### src/rtl/ups_pkg.sv
// Shared types and frame geometry for the UPS ADC serial reader.
package ups_pkg;

  typedef enum logic [1:0] {
    ST_IDLE     = 2'd0,
    ST_CS_SETUP = 2'd1,
    ST_SHIFT    = 2'd2,
    ST_CS_HOLD  = 2'd3
  } rd_state_t;

  localparam int ADC_FRAME_BITS = 16;
  localparam int ADC_DATA_BITS  = 12;
  localparam int ADC_LEAD_ZEROS = 4;

endpackage

### src/rtl/ups_clk_div.sv
// Half-period strobe generator: half_end pulses on the last cycle of every CLK_DIV-cycle slot.
// Counter is held at zero while en=0, so the first slot after enabling is always a full one.
module ups_clk_div #(
  parameter int CLK_DIV = 4
) (
  input  logic clk,
  input  logic rst_n,
  input  logic en,
  output logic half_end
);

  localparam int CW = (CLK_DIV > 1) ? $clog2(CLK_DIV) : 1;
  localparam logic [CW-1:0] LAST = CW'(CLK_DIV - 1);

  logic [CW-1:0] cnt;

  always_ff @(posedge clk) begin
    if (!rst_n || !en) begin
      cnt <= '0;
    end else if (cnt == LAST) begin
      cnt <= '0;
    end else begin
      cnt <= cnt + CW'(1);
    end
  end

  assign half_end = en && (cnt == LAST);

endmodule

### src/rtl/ups_adc_reader.sv
// Periodic 16-bit SPI-style ADC reader; frame is 34*CLK_DIV cycles, result strobed as cs_n rises.
// No backpressure: ticks that land during a frame are dropped and flagged. UPS_ADC_AVG_EN adds 4-sample averaging.
module ups_adc_reader
  import ups_pkg::*;
#(
  parameter int CLK_DIV    = 4,
  parameter int SAMPLE_DIV = 1000
) (
  input  logic                     clk,
  input  logic                     rst_n,
  input  logic                     enable,
  output logic                     adc_cs_n,
  output logic                     adc_sclk,
  input  logic                     adc_sdo,
  output logic [ADC_DATA_BITS-1:0] adc,
  output logic                     adc_dv,
  output logic                     frame_err,
  output logic                     overrun
);

  localparam int TW = (SAMPLE_DIV > 1) ? $clog2(SAMPLE_DIV) : 1;
  localparam logic [TW-1:0] TICK_LAST = TW'(SAMPLE_DIV - 1);
  localparam logic [4:0] HALF_LAST = 5'(2 * ADC_FRAME_BITS - 1);

  rd_state_t                     state;
  rd_state_t                     state_nxt;
  logic [TW-1:0]                 tick_cnt;
  logic                          tick;
  logic                          half_end;
  logic [4:0]                    half_cnt;
  logic [ADC_FRAME_BITS-1:0]     shreg;
  logic                          frame_done;
  logic                          lead_ok;
  logic                          accept;
  logic [ADC_DATA_BITS-1:0]      sample;

  always_ff @(posedge clk) begin
    if (!rst_n || !enable) begin
      tick_cnt <= '0;
    end else if (tick_cnt == TICK_LAST) begin
      tick_cnt <= '0;
    end else begin
      tick_cnt <= tick_cnt + TW'(1);
    end
  end

  assign tick = enable && (tick_cnt == TICK_LAST);

  ups_clk_div #(.CLK_DIV(CLK_DIV)) u_clk_div (
    .clk      (clk),
    .rst_n    (rst_n),
    .en       (state != ST_IDLE),
    .half_end (half_end)
  );

  always_ff @(posedge clk) begin
    if (!rst_n) begin
      state <= ST_IDLE;
    end else begin
      state <= state_nxt;
    end
  end

  always_comb begin
    state_nxt = state;
    case (state)
      ST_IDLE:     if (tick) state_nxt = ST_CS_SETUP;
      ST_CS_SETUP: if (half_end) state_nxt = ST_SHIFT;
      ST_SHIFT:    if (half_end && half_cnt == HALF_LAST) state_nxt = ST_CS_HOLD;
      ST_CS_HOLD:  if (half_end) state_nxt = ST_IDLE;
      default:     state_nxt = ST_IDLE;
    endcase
  end

  always_comb begin
    adc_cs_n = (state == ST_IDLE);
    adc_sclk = !(state == ST_SHIFT && !half_cnt[0]);
  end

  // Even half counts are sclk-low halves; the edge closing one is the sclk rising edge.
  always_ff @(posedge clk) begin
    if (!rst_n || state != ST_SHIFT) begin
      half_cnt <= '0;
    end else if (half_end) begin
      half_cnt <= half_cnt + 5'd1;
    end
  end

  always_ff @(posedge clk) begin
    if (!rst_n) begin
      shreg <= '0;
    end else if (state == ST_SHIFT && half_end && !half_cnt[0]) begin
      shreg <= {shreg[ADC_FRAME_BITS-2:0], adc_sdo};
    end
  end

  assign frame_done = (state == ST_CS_HOLD) && half_end;
  assign lead_ok    = (shreg[ADC_FRAME_BITS-1:ADC_DATA_BITS] == '0);
  assign accept     = frame_done && lead_ok;
  assign sample     = shreg[ADC_DATA_BITS-1:0];

  always_ff @(posedge clk) begin
    if (!rst_n) begin
      frame_err <= 1'b0;
      overrun   <= 1'b0;
    end else begin
      frame_err <= frame_done && !lead_ok;
      overrun   <= tick && (state != ST_IDLE);
    end
  end

`ifdef UPS_ADC_AVG_EN
  logic [13:0] acc;
  logic [13:0] acc_sum;
  logic [1:0]  acc_n;

  assign acc_sum = acc + {2'b00, sample};

  always_ff @(posedge clk) begin
    if (!rst_n) begin
      acc    <= '0;
      acc_n  <= '0;
      adc    <= '0;
      adc_dv <= 1'b0;
    end else begin
      adc_dv <= 1'b0;
      if (!enable) begin
        acc   <= '0;
        acc_n <= '0;
      end else if (accept) begin
        if (acc_n == 2'd3) begin
          adc    <= acc_sum[13:2];
          adc_dv <= 1'b1;
          acc    <= '0;
          acc_n  <= '0;
        end else begin
          acc   <= acc_sum;
          acc_n <= acc_n + 2'd1;
        end
      end
    end
  end
`else
  always_ff @(posedge clk) begin
    if (!rst_n) begin
      adc    <= '0;
      adc_dv <= 1'b0;
    end else begin
      adc_dv <= accept;
      if (accept) begin
        adc <= sample;
      end
    end
  end
`endif

endmodule

### config.mk
export PLATFORM = sky130hd
export DESIGN_NAME = ups_adc_reader
export DESIGN_NICKNAME = d
export VERILOG_FILES = /design/src/rtl/ups_pkg.sv /design/src/rtl/ups_clk_div.sv /design/src/rtl/ups_adc_reader.sv
export SDC_FILE = /design/constraint.sdc
export NUM_CORES = 1
export LEC_CHECK = 0
export CAP_MARGIN = 0
export CORE_MARGIN = 5
export CORE_UTILIZATION = 60
export CTS_CLUSTER_DIAMETER = 150
export DETAILED_ROUTE_END_ITERATION = 16
export MAX_ROUTING_LAYER = met4
export PLACE_DENSITY = 0.84
export SYNTH_ARGS = -nofsm -noshare
export SYNTH_HDL_FRONTEND = slang
export SYNTH_SLANG_ARGS = --single-unit
export TNS_END_PERCENT = 100
### constraint.sdc
create_clock -name clk -period 3.38 [get_ports clk]
set_input_delay 0.338 -clock clk [delete_from_list [all_inputs] [get_ports clk]]
set_output_delay 0.338 -clock clk [all_outputs]
set_load 0.1 [all_outputs]
# == After elaboration in Yosys (flattened, before gate mapping) ==
# Index checks and enable logic that the tools add are counted.
# totals
register_bits,50
# classes
add_sub_neg,3
n_eq_ne,11
n_mux,5
reduce_logical,25
# ops
operator,count
$add A10 B1 Y10 const B,1
$eq A10 B10 Y1 const B,1
$logic_and A1 B1 Y1,10
$mux W2,4
$ne A2 B2 Y1 const B,4
$pmux W2 S4,1
$eq A2 B2 Y1 const B,3
$logic_not A1 Y1,6
$add A5 B1 Y5 const B,1
$eq A5 B5 Y1 const B,1
$logic_not A4 Y1,1
$reduce_and A4 Y1,1
$reduce_or A2 Y1,2
$logic_or A1 B1 Y1,3
$add A2 B1 Y2 const B,1
$eq A2 B1 Y1 const B,1
$logic_not A2 Y1,1
$ne A2 B1 Y1 const B,1
$reduce_bool A2 Y1,1

# == Longest topological paths before layout ==
# logic_depth
depth_word,5
mapped_depth,8
depth_no_buf,6

# == Cells and area by module ==
# A second synthesis with hierarchy kept.
# unflattened
hier_cells,234
area_unflattened_um2,2008.2
# by_module_without_submodules
module,instances,cells_each,area_per_inst_um2
ups_adc_reader,1,228,1924.3
ups_clk_div,1,6,83.8

# == Least setup slack after synthesis ==
# No wires, ideal clock.
# synth_timing
kind,register to register
startpoint,reg state[0]
endpoint,reg adc[10]
arrival_ns,2.149
required_time_ns,3.313
slack_ns,1.164
stages_incl_launch_ff,9
synth_period_minus_slack_ns,2.216
path_cell_list,dfxtp_1 -> inv_1 -> ha_1 -> nor2b_2 -> buf_4 -> nand3_1 -> buf_2 -> nand2_1 -> a21boi_2
# synth_between
elab_chain_len,4
elab_cells_between_ends,5
# synth_rtl
item,line,rtl
"start, declared",ups_adc_reader.sv:25,rd_state_t state;
"start signal, assigned",ups_adc_reader.sv:60,state <= state_nxt;
$reduce_bool A2 Y1,ups_adc_reader.sv:52,".en (state != ST_IDLE),"
$logic_and A1 B1 Y1,ups_clk_div.sv:27,assign half_end = en && (cnt == LAST);
$logic_and A1 B1 Y1 (*),ups_adc_reader.sv:97,assign frame_done = (state == ST_CS_HOLD) && half_end;
$logic_and A1 B1 Y1 (*),ups_adc_reader.sv:99,assign accept = frame_done && lead_ok;
"end signal, assigned",ups_adc_reader.sv:151,adc <= sample;
"end, declared",ups_adc_reader.sv:15,"output logic [ADC_DATA_BITS-1:0] adc,"
# Every way passes the cells marked *; elsewhere a longest branch is shown, timed or not.
# A chain may end at the register's enable or synchronous reset.

# == Worst setup path in the final report ==
# layout_timing
startpoint,reg adc[10]
endpoint,out adc[10]
# No word-level cell between the ends.

==> results.tsv <==
stage	metric	value	unit
status	status	finished, final reports clean	
critical_path	CP cell instances	clkdlybuf4s50_1	
critical_path	worst setup path category	reg -> out	
synth	main flop type after synthesis	dfxtp_1	
synth	Ys Warns	0	
floorplan	Core Box Area	0.003390	mm2
critical_path	critical path launch point type	flip-flop	
critical_path	Setup crit end kind	output port	
timing	final setup violation count	0	
grt	grt total ovfl	0	
synth	#FFs+latches synth	50	
place	GP Congestion	0.7532	
synth	syn_area_per_cell	9.203	um2
place	Port-buffer cells	20	
timing	FMAX	456.5	MHz
critical_path	family with the most delay on the worst path	buffers and inverters	
run	Max-Cap Viols	0	
timing	Least-Margin Pin Slew	0.9673	ns
critical_path	CP max stage delay	1.13	ns
timing	Final TNS setup	0	ns
routing	drt total wl	3372	um
synth	syn nets	244	
cts	CTS clk-pin slew, worst paths	0.14	ns
critical_path	crit path max fanout	2	
critical_path	Arr. time, crit path	1.85	ns
cts	Root Buffer Master	clkbuf_4	
timing	Hold Vio Cnt, Final	0	
critical_path	critical path required time	3.04	ns
cells_and_area	# fillers	250	
cells_and_area	Core Util, Final	70.17	%
routing	DR top layer	met4	
floorplan	Initial Util	62.72	%
synth	synthesized cell area	0.002126	mm2
grt	largest net degree at the start of global routing	21	
cts	TritonCTS clock tree	done	
floorplan	Ports	21	
grt	antenna violations before repair	0	
routing	vias per cell	5.125	
timing	unrepaired setup endpoints after global routing	no	
cells_and_area	layout cells sized above 1	10.80	%
grt	vias in the first global route	1489	
cts	total clock buffers created by CTS	5	
pwr	worst vdd ir	0.2164	mV
cts	Hold Buf Count CTS	0	
timing	fin crit period	2.191	ns
routing	Via Count	1517	
floorplan	Die H	69.52	um
cts	Sink Count	50	
routing	met3 WL	139	um
floorplan	full die area	0.004833	mm2
synth	sequential area share after synthesis	47.09	%
pwr	LEAKAGE	0.7738	nW
cts	clock tree buffer depth	2	
routing	met1 wire length	1614	um
floorplan	Die X	69.52	um
synth	Netlist cell types	35	
grt	global-route wire length before repair	6313	um
routing	drt wl/cell	11.39	um
timing	skew final	0.008009	ns
min_path	hold crit path type	reg -> reg	
routing	Detailed Route Iter0 Violations	60	
cts	postcts setup bufs	0	
cts	CTS resizes	0	
routing	drt first pass iters	4	
pwr	PwrDens	367.4	mW/mm2
cells_and_area	diodes inserted	0	
timing	relative slew slack	35.31	%
timing	period utilization	64.82	%
place	Post-DP HPWL	2371	um
synth	Async SR Flop Fraction	0	%
routing	routed wl met2	1568	um
critical_path	worst-case reg-to-reg path depth	6	
routing	DRC violations left	0	
cells_and_area	final net count	262	
min_path	hold path cells	1	
cts	Clk Latency, worst-skew pair	0.36	ns
floorplan	Cell Rows	21	
critical_path	Buf/Inv on CP	1	
critical_path	Worst path slowest cell	clkdlybuf4s50_1	
synth	Post-synth EDFFs	0	
routing	ANT nets after route	0	
timing	fin. max-slew vios	0	
cells_and_area	Area Growth Syn to Fin	11.89	%
synth	Cells after Synth	231	
critical_path	Critical Path Stages	1	
grt	All-Layer GR Usage	15.93	%
cts	H-tree levels	2	
[cell families after synthesis]
kind of cell               Yosys count  synth area share [%]
xor gates and xnor gates            11                 4.532
buffers and inverters               15                 4.001
AOI/OAI and AO/OA                   32                 13.13
DFF                                 50                 47.09
and+or+nand+nor                    110                 24.07
adders and majority gates            9                 5.297
muxes                                4                 1.884
[cells in the mapped netlist (3+ instances only)]
| master | instances | share of area [%] |
|---|---|---|
| a21boi_0 | 15 | 5.3 |
| a21boi_1 | 3 | 1.1 |
| a21boi_2 | 11 | 5.8 |
| buf_4 | 4 | 1.4 |
| clkbuf_1 | 4 | 0.71 |
| dfxtp_1 | 50 | 47 |
| ha_1 | 9 | 5.3 |
| inv_1 | 4 | 0.71 |
| mux2i_1 | 4 | 1.9 |
| nand2_1 | 65 | 11 |
| nand2b_1 | 3 | 0.88 |
| nand3_1 | 7 | 1.6 |
| nor2_1 | 19 | 3.4 |
| nor3_1 | 3 | 0.71 |
| xnor2_1 | 7 | 2.9 |
| xor2_1 | 4 | 1.6 |
[cells in the final DEF (no fill, tap or decap)]
cell type	Yosys	final
o21ai_0	1	1
nand3_1	7	7
and3_1	1	1
nor4_4	1	1
xor2_1	4	4
and4_2	1	1
dfxtp_1	50	50
a21boi_2	11	11
clkdlybuf4s50_1	0	18
and3_4	1	1
nand3b_2	1	1
o21bai_1	1	1
ha_1	9	9
o31ai_1	1	1
buf_4	4	4
nand4bb_1	1	1
xnor2_1	7	7
nor2_1	19	19
and4b_1	1	1
nand4_1	1	1
nor3_1	3	3
a21boi_0	15	15
clkbuf_1	4	1
nor4bb_1	1	1
clkbuf_4	0	5
clkinv_4	0	1
nor4b_1	1	1
nand2b_1	3	3
nand2_1	65	65
inv_1	4	4
nor2b_1	1	1
nor4_1	1	1
clkinv_2	0	1
a21boi_1	3	3
nor2b_2	1	1
mux2i_1	4	4
[layout make-up]
type	instances	area [um2]	share of cell area [%]
Sequential cell	50	1001	42.08
Inverter	4	15.01	0.6312
Clock inverter	2	13.76	0.5786
Clock buffer	6	41.29	1.736
Tap cell	46	57.56	2.420
Timing Repair Buffer	22	210.2	8.837
Multi-Input combinational cell	166	1040	43.71
[registers in the layout (all words and copies together) (netlist names)]
signal and flops:
tick_cnt 10, adc_dv 1, state 2, u_clk_div.cnt 2, half_cnt 5, shreg 16, adc 12, overrun 1
frame_err 1
[worst reg2reg max path: stages (launching register included)]
cell and delay [ns]:
dfxtp_1 0.40, inv_1 0.10, ha_1 0.29, nor2b_2 0.44, nand3_1 0.46, nand2_1 0.23, a21boi_2 0.07
[report_power, final]
| part | internal, mW | leakage, nW | switching (mW) |
|---|---|---|---|
| Sequential | 0.591 | 0.403 | 0.000770 |
| Combinational | 0.0103 | 0.339 | 0.00927 |
| Clock | 0.0821 | 0.0322 | 0.181 |
| Total | 0.683 | 0.774 | 0.191 |
[through the flow]
| step | total power, mW | hold WS, ns | worst slack [ns] | instance area, um2 | cells |
|---|---|---|---|---|---|
| floorplan | 0.6170 | 0.4066 | 1.164 | 2126 | 231 |
| global placement | 0.6237 | 0.4248 | 1.376 | 2323 | 288 |
| detailed placement | 0.6237 | 0.4261 | 1.296 | 2323 | 288 |
| CTS | 0.8856 | 0.4468 | 1.164 | 2379 | 296 |
| global route | 0.9188 | 0.4703 | 1.070 | 2379 | 296 |
| finish | 0.8739 | 0.4440 | 1.189 | 2379 | 296 |
[worst paths after layout]
path                                       start               end  slack, ns
worst min-delay path            u_clk_div.cnt[0]  u_clk_div.cnt[0]       0.44
worst max-delay path                     adc[10]           adc[10]       1.19
worst min register to register  u_clk_div.cnt[0]  u_clk_div.cnt[0]       0.44
worst max register to register          state[0]            adc[2]       1.30
[per-layer routing]
metal  vias to the layer above  GRT usage [%]
li1                        797              -
met4                         0          4.555
met5                         -              -
met1                       690          18.66
met3                         6          4.348
met2                        24          26.69
Power figures use the tool's default switching activity.
